[src/rtl/sample_bus_arbiter.sv]
// sample_bus_arbiter: shares one 8-bit channel among masters A, B and C.
// It arbitrates in fixed-priority (A > B > C) or round-robin mode.
// Each tenure is bounded by a hold timer, and a turnaround gap of
// TURN_CYCLES idle cycles separates consecutive tenures on the shared bus.
module sample_bus_arbiter #(
    parameter int unsigned MAX_HOLD    = 16,  // 1..255, 0 disables the timeout
    parameter int unsigned TURN_CYCLES = 1    // 1..7
) (
    input  logic       clk,
    input  logic       rst_n,
    input  logic [2:0] req,
    input  logic [7:0] data_a,
    input  logic [7:0] data_b,
    input  logic [7:0] data_c,
    input  logic       mode_rr,
    output logic [2:0] gnt,
    output logic       busy,
    output logic [7:0] sel_data,
    output logic       sel_valid,
    output logic       timeout
);

    typedef enum logic [1:0] {
        ST_IDLE  = 2'd0,
        ST_GRANT = 2'd1,
        ST_TURN  = 2'd2
    } state_e;

    localparam bit         HOLD_EN   = (MAX_HOLD != 0);
    localparam logic [7:0] HOLD_LAST = HOLD_EN ? 8'(MAX_HOLD - 1) : 8'd0;
    localparam logic [2:0] TURN_LAST = 3'(TURN_CYCLES - 1);

    state_e     state_q, state_d;
    logic [2:0] gnt_q, gnt_d;
    logic       busy_q, busy_d;
    logic [7:0] sel_data_q, sel_data_d;
    logic       sel_valid_q, sel_valid_d;
    logic       timeout_q, timeout_d;
    logic [1:0] rr_ptr_q, rr_ptr_d;
    logic [7:0] hold_cnt_q, hold_cnt_d;
    logic [2:0] turn_cnt_q, turn_cnt_d;
    logic [2:0] winner;

    // The fixed-priority pick mirrors the datapath's if/else-if select chain: A, then B, then C.
    function automatic logic [2:0] pick_fixed(input logic [2:0] r);
        logic [2:0] w;
        w = 3'b000;
        if (r[0]) begin
            w = 3'b001;
        end else if (r[1]) begin
            w = 3'b010;
        end else if (r[2]) begin
            w = 3'b100;
        end
        return w;
    endfunction

    // The round-robin pick starts at ptr and walks upward modulo 3. The first set request wins.
    function automatic logic [2:0] pick_rr(input logic [2:0] r, input logic [1:0] ptr);
        logic [2:0] w;
        int         idx;
        w = 3'b000;
        for (int k = 0; k < 3; k++) begin
            idx = (int'(ptr) + k) % 3;
            if (w == 3'b000 && r[idx]) begin
                w[idx] = 1'b1;
            end
        end
        return w;
    endfunction

    // The pointer moves to the master just after the one that held the bus.
    function automatic logic [1:0] next_ptr(input logic [2:0] g);
        logic [1:0] p;
        unique case (g)
            3'b001:  p = 2'd1;
            3'b010:  p = 2'd2;
            default: p = 2'd0;
        endcase
        return p;
    endfunction

    // Arbitration result, used only at the arbitration points (IDLE and the last TURN cycle).
    always_comb begin
        winner = mode_rr ? pick_rr(req, rr_ptr_q) : pick_fixed(req);
    end

    // Next-state and output logic for the IDLE / GRANT / TURN sequencer.
    always_comb begin
        // NOTE: every signal gets a default before the case statement, so no path can leave one unassigned and infer a latch.
        state_d     = state_q;
        gnt_d       = gnt_q;
        hold_cnt_d  = hold_cnt_q;
        turn_cnt_d  = turn_cnt_q;
        rr_ptr_d    = rr_ptr_q;
        sel_data_d  = sel_data_q;
        sel_valid_d = 1'b0;
        timeout_d   = 1'b0;

        unique case (state_q)
            ST_IDLE: begin
                if (winner != 3'b000) begin
                    state_d    = ST_GRANT;
                    gnt_d      = winner;
                    hold_cnt_d = 8'd0;
                end
            end

            ST_GRANT: begin
                // Capture the granted master's payload. It appears on sel_data one cycle behind gnt.
                sel_valid_d = 1'b1;
                unique case (gnt_q)
                    3'b001:  sel_data_d = data_a;
                    3'b010:  sel_data_d = data_b;
                    3'b100:  sel_data_d = data_c;
                    default: sel_data_d = sel_data_q;
                endcase

                if ((req & gnt_q) == 3'b000) begin
                    // A normal release takes precedence over a coincident hold expiry.
                    state_d    = ST_TURN;
                    gnt_d      = 3'b000;
                    hold_cnt_d = 8'd0;
                    turn_cnt_d = 3'd0;
                    rr_ptr_d   = next_ptr(gnt_q);
                end else if (HOLD_EN && hold_cnt_q == HOLD_LAST) begin
                    state_d    = ST_TURN;
                    gnt_d      = 3'b000;
                    hold_cnt_d = 8'd0;
                    turn_cnt_d = 3'd0;
                    rr_ptr_d   = next_ptr(gnt_q);
                    timeout_d  = 1'b1;
                end else begin
                    hold_cnt_d = hold_cnt_q + 8'd1;
                end
            end

            ST_TURN: begin
                if (turn_cnt_q == TURN_LAST) begin
                    turn_cnt_d = 3'd0;
                    if (winner != 3'b000) begin
                        state_d    = ST_GRANT;
                        gnt_d      = winner;
                        hold_cnt_d = 8'd0;
                    end else begin
                        state_d = ST_IDLE;
                    end
                end else begin
                    turn_cnt_d = turn_cnt_q + 3'd1;
                end
            end

            default: begin
                state_d = ST_IDLE;
                gnt_d   = 3'b000;
            end
        endcase

        // Registering busy from the next state keeps it aligned with gnt.
        busy_d = (state_d != ST_IDLE);
    end

    // State and output registers, cleared asynchronously by reset.
    always_ff @(posedge clk or negedge rst_n) begin
        if (!rst_n) begin
            state_q     <= ST_IDLE;
            gnt_q       <= 3'b000;
            busy_q      <= 1'b0;
            sel_data_q  <= 8'h00;
            sel_valid_q <= 1'b0;
            timeout_q   <= 1'b0;
            rr_ptr_q    <= 2'd0;
            hold_cnt_q  <= 8'd0;
            turn_cnt_q  <= 3'd0;
        end else begin
            // NOTE: non-blocking assignments make every flop take its value from the pre-edge state.
            state_q     <= state_d;
            gnt_q       <= gnt_d;
            busy_q      <= busy_d;
            sel_data_q  <= sel_data_d;
            sel_valid_q <= sel_valid_d;
            timeout_q   <= timeout_d;
            rr_ptr_q    <= rr_ptr_d;
            hold_cnt_q  <= hold_cnt_d;
            turn_cnt_q  <= turn_cnt_d;
        end
    end

    assign gnt       = gnt_q;
    assign busy      = busy_q;
    assign sel_data  = sel_data_q;
    assign sel_valid = sel_valid_q;
    assign timeout   = timeout_q;

endmodule

[config.mk]
export PLATFORM = sky130hd
export DESIGN_NAME = sample_bus_arbiter
export DESIGN_NICKNAME = d
export VERILOG_FILES = /design/src/rtl/sample_bus_arbiter.sv
export SDC_FILE = /design/constraint.sdc
export NUM_CORES = 1
export LEC_CHECK = 0
export ABC_CLOCK_PERIOD_IN_PS = 3500
export CAP_MARGIN = 25
export CORE_UTILIZATION = 50
export DETAILED_ROUTE_END_ITERATION = 6
export MAX_ROUTING_LAYER = met4
export PLACE_DENSITY = 0.81
export REMOVE_ABC_BUFFERS = 1
export SLEW_MARGIN = 30
export SYNTH_ARGS = -nofsm -noshare
export SYNTH_HDL_FRONTEND = slang
export SYNTH_SLANG_ARGS = --single-unit
[constraint.sdc]
create_clock -name clk -period 3.5 [get_ports clk]
set_input_delay 0.875 -clock clk [delete_from_list [all_inputs] [get_ports clk]]
set_output_delay 0.875 -clock clk [all_outputs]
set_load 0.02 [all_outputs]
# Word level (Yosys, flattened, before mapping)
# Index checks and enable logic that the tools add are counted.
# word_totals
regBits	29
elab_cells	102
# op_classes
add_sub_neg	4
div	3
order_cmp	6
eq_ne	8
n_mux	48
bitwise	3
n_reduce_logical	21
# ops
op	count
$ge 32x1->1 const B	3
$lt 32x4->1 const B	3
$mod 32x3->32 const B	2
$pmux 8 s3	2
$mux 3	12
$mod 3x3->32 const B	1
$mux 8	4
$mux 1	14
$logic_not 3->1	4
$mux 2	6
$reduce_and 2->1	5
$pmux 3 s3	1
$reduce_bool 3->1	3
$add 8x1->8 const B	1
$eq 8x4->1 const B	1
$bmux 1 s2	3
$demux 1 s2	3
$or 3x3->3	2
$pmux 2 s3	1
$pmux 3 s2	1
$reduce_bool 2->1	3
$logic_and 1x1->1	5
$pmux 2 s2	1
$add 2x1->3 const B	1
11 further kinds	11

# Logic depth before layout (Yosys ltp)
# depth
depth_word	18
mapped_depth	8

# Least setup slack after synthesis
# Ideal clock, no wire load.
# synth_timing
path_kind	in2reg
from	input req[0]
to	register gnt_q[0], in the netlist gnt[0]
setup_time_ps	120
t_arrival_ps	2536
required_ps	3380
path_slack_ps	843
stages	7
n_path_buf	1
path_cell_list	buf_6 > mux2_4 > mux2i_4 > o221a_4 > or4b_4 > and3_4 > a41o_1
# synth_between
elab_chain_cells	15
elab_cells_between_ends	29
classes_between	eq/ne (1); mux (18); bitwise (3); reduce/logical (7)
# synth_rtl
element	line_no	rtl
start, declared	11	input logic [2:0] req,
$bmux 1 s2	65	if (w == 3'b000 && r[idx]) begin
$mux 1 (implied by the code) (2 in series)	65	
$mux 3	65	
$logic_not 3->1	65	
$logic_and 1x1->1	65	
$mux 3	65	
$logic_not 3->1	65	
$logic_and 1x1->1	65	
$mux 3	65	
$mux 3	85	winner = mode_rr ? pick_rr(req, rr_ptr_q) : pick_fixed(req);
$reduce_bool 3->1	102, 141	
$mux 3	102, 141	
$mux 3	139	if (turn_cnt_q == TURN_LAST) begin
$pmux 3 s3	100	unique case (state_q)
end signal, assigned	178	gnt_q <= gnt_d;
end, declared	34	logic [2:0] gnt_q, gnt_d;
# Several ways; a longest one is shown, not always the timed one. The select of a mux whose other input is x is not followed.
# A chain may end at the register's enable or synchronous reset.

# Worst setup path after layout
# layout_timing
from	input req[0]
to	register hold_cnt_q[6]
# layout_between
elab_chain_cells	15
elab_cells_between_ends	27
classes_between	mux (18); bitwise (3); reduce/logical (6)
# layout_rtl
element	line_no	rtl
$bmux 1 s2	65	
$mux 1 (implied by the code) (2 in series)	65	
$mux 3	65	
$logic_not 3->1	65	
$logic_and 1x1->1	65	
$mux 3	65	
$logic_not 3->1	65	
$logic_and 1x1->1	65	
$mux 3	65	
$mux 3	85	
$reduce_bool 3->1	102, 141	
$mux 8 (2 in series)	n/a	
$pmux 8 s3 (*)	100	
end signal, assigned	184	hold_cnt_q <= hold_cnt_d;
end, declared	40	logic [7:0] hold_cnt_q, hold_cnt_d;
# Mark *: on every way between the ends. The rest lies on a longest branch, timed or not. The select of a mux whose other input is x is not followed.

==> out/metrics.yaml <==
power:
  switching_share: 0.440
  irDropWorstVdd_mv: 0.528
  p_seq_frac: 0.281
  design_power_total_mw: 2.01
  power_leakage_nw: 1.02
  switching_power_mw: 0.885
  p_int_mw: 1.12
  comb_power_share: 0.583
  p_per_area_nw_per_um2: 819
  power.share.clock: 0.136
detailed_routing:
  wl_met3_um: 347
  route.detailed.drc: 0
  wl_per_cell_um: 15.4
  dr.first_iter.drc_count: 84
  dr_total_vias: 1792
  ant_nets: 0
  dr.max_layer_used: "met4"
  firstDrtPassIters: 4
  wl_mm: 4.61
  drt-vias-per-instance: 5.97
  wl_met2_mm: 2.16
  met1_length_mm: 2.00
die:
  initial_core_util: 0.545
  die_w_um: 63.5
  row_count: 21
  fp.dieH_um: 63.5
  core_area_sq_um: 3470
  io-pin-count: 44
  die_area_sq_um: 4030
yosys:
  yosysUniqueCellTypes: 50
  synth_area_leaders: "dfrtp_1 38%, nand2_1 5.8%, ha_1 4.6%"
  synth.largest_area_cell: "dfrtp_1"
  ys_warn_count: 0
  synth_edf_count: 0
  async_reset_ff_frac: 1.00
  synthFlopType: "dfrtp_1"
  synth-seq-area-share: 0.384
  synth_seq_cells: 29
  synthCells: 208
  syn-cell-area_sq_um: 1890
  avgSynthCellArea_sq_um: 9.08
  synth_top_area_frac: 0.384
setup_path:
  r2r_start: "rr_ptr_q[1]$_DFFE_PN0P_"
  worstPathArrival_ns: 3.15
  worstSetupPathType: "primary input to flip-flop"
  endpoint_kind: "flip-flop"
  startpoint_type: "primary input"
  crit_fanout: 9
  crit_required_ns: 3.65
  crit_path_start: "req[0]"
timing:
  finClkSkew_ns: 0.00731
  finalHoldViolCount: 0
  timing.slew.headroom: 0.640
  tns_ns: 0
  period_share: 0.857
  setup_slack_ns: 0.500
  timing.hold.ws_ns: 0.476
  setup_viol: 0
  max_freq_mhz: 333
  worst-slew-pin-transition_ns: 0.536
  fin_crit_ns: 3.00
  rsz0062_at_grt: "no"
  report.final.slew_viol_count: 0
clocking:
  numCtsBuffers: 5
  cts_resized: 0
  ctsHoldBuffers: 0
  cts_tree: "done"
  clk_pin_slew_ns: 0.06
  cts_buffer_depth: 2
  cts_setup_buffers: 0
  root_buffer: "clkbuf_8"
  htreeDepth: 2
  clk_latency_ns: 0.28
  cts.sinks: 29
grt:
  grt_usage: 0.263
  grt_overflow: 0
  grt_pass1_vias: 1702
  grt_max_degree: 30
  grt_pass1_wl_mm: 7.83
  antenna_found_initial: 0
placed_design:
  place_hpwl_mm: 3.44
  port_buffers: 43
  pre_cts_slack_ns: 0.231
  gp_congestion: 0.870
finish:
  antennaDiodeCount: 0
  nFillCells: 295
  final_util: 0.708
  drive_gt1_frac: 0.0827
  syn_to_final_growth_pct: 29.9
  final_nets: 291
worst_hold_path:
  hp-start: "sel_data[3]$_DFFE_PN0P_"
  hold_class: "flip-flop to flip-flop"
flow_run:
  maxCapViolations: 0
status:
  status: "finished clean"
-- kinds of logic (layout without fill, tap and decap cells) --
family                     after synthesis  after routing  synth area share
DFF                                     29             29             0.384
buffers and inverters                   16             62            0.0364
AOI/OAI and AO/OA                       73             73             0.279
xor gates and xnor gates                 1              1           0.00464
muxes                                    5              5            0.0364
adders and majority gates                7              7            0.0464
and+or+nand+nor                         77             77             0.213
-- cells in the mapped netlist, types with 2 or more instances --
cell type	number
o2bb2ai_1	2
o21ai_0	16
nand3_1	9
nor2_1	5
a41o_1	3
o22a_1	8
nand2_1	29
o21ai_1	3
o31ai_1	4
a31oi_1	2
o22ai_1	11
mux2i_1	2
clkbuf_1	5
nor3b_1	3
o211ai_1	2
nor2b_1	2
and3_1	3
a21oi_1	10
nand3b_1	4
inv_1	8
nand2b_1	8
ha_1	7
dfrtp_1	29
nor3_1	7
-- final timing paths --
kind	end	slack, ns	cells past startpoint
setup reg to reg	hold_cnt_q[6]$_DFFE_PN0P_	0.84	8
hold reg to reg	sel_data[3]$_DFFE_PN0P_	0.48	2
max in group asynchronous	gnt[2]$_DFFE_PN0P_	2.23	2
hold / removal	sel_data[3]$_DFFE_PN0P_	0.48	2
setup / recovery	hold_cnt_q[6]$_DFFE_PN0P_	0.50	7
min in group asynchronous	sel_data[4]$_DFFE_PN0P_	0.99	2
-- metal layers --
| layer | GRT usage | up-vias |
|---|---|---|
| met4 | 0.0966 | 0 |
| met2 | 0.408 | 68 |
| met1 | 0.324 | 835 |
| met5 | - | - |
| li1 | - | 873 |
| met3 | 0.0743 | 16 |
-- cell type report --
class / count / area, sq um / area share
multi-input combinational: 163 / 1100 / 0.448
tap: 46 / 57.6 / 0.0234
clock buffer: 7 / 86.3 / 0.0352
inverter: 9 / 33.8 / 0.0138
sequential: 29 / 726 / 0.296
timing repair buffer: 46 / 453 / 0.185
-- cells in the final DEF (no fill, tap or decap), drive strengths merged, types with 4 or more instances in the layout --
| cell | Yosys | final |
|---|---|---|
| ha | 7 | 7 |
| nand2b | 8 | 8 |
| inv | 8 | 8 |
| dfrtp | 29 | 29 |
| nand3 | 9 | 9 |
| o31ai | 4 | 4 |
| o21ai | 19 | 19 |
| and3 | 4 | 4 |
| nor3 | 7 | 7 |
| o22a | 8 | 8 |
| o22ai | 11 | 11 |
| clkdlybuf4s50 | 0 | 43 |
| a21oi | 10 | 10 |
| nand2 | 29 | 29 |
| nand3b | 4 | 4 |
| clkbuf | 6 | 7 |
| nor2 | 5 | 5 |
-- per-stage QoR --
stage / instances / instance area [sq um]
6_report: 300 / 2450
5_1_grt: 300 / 2450
4_1_cts: 300 / 2450
3_5_place_dp: 293 / 2360
3_3_place_gp: 293 / 2360
2_1_floorplan: 201 / 1850
-- power groups by stage --
stage / combinational [mW] / clock (mW) / sequential, mW
final: 1.17 / 0.273 / 0.565
after global routing: 1.30 / 0.294 / 0.584
after CTS: 1.17 / 0.280 / 0.564
after detailed placement: 1.17 / 0 / 0.569
after global placement: 1.15 / 0 / 0.563
after floorplan: 0.700 / 0 / 0.632
-- worst max-delay path, cell delays in order --
cell	delay, ns
clkdlybuf4s50_1	0.56
mux2i_1	0.29
o22ai_1	0.16
a31o_1	0.25
or4b_4	0.59
a41oi_4	0.29
o22ai_1	0.14
-- registers in the layout (all words and copies together) (netlist names) --
signal,cells
state_q,2
sel_data,8
gnt,3
rr_ptr_q,2
sel_valid,1
hold_cnt_q,8
timeout,1
turn_cnt_q,3
busy,1
Note: power is estimated with default switching activity, not from simulation.
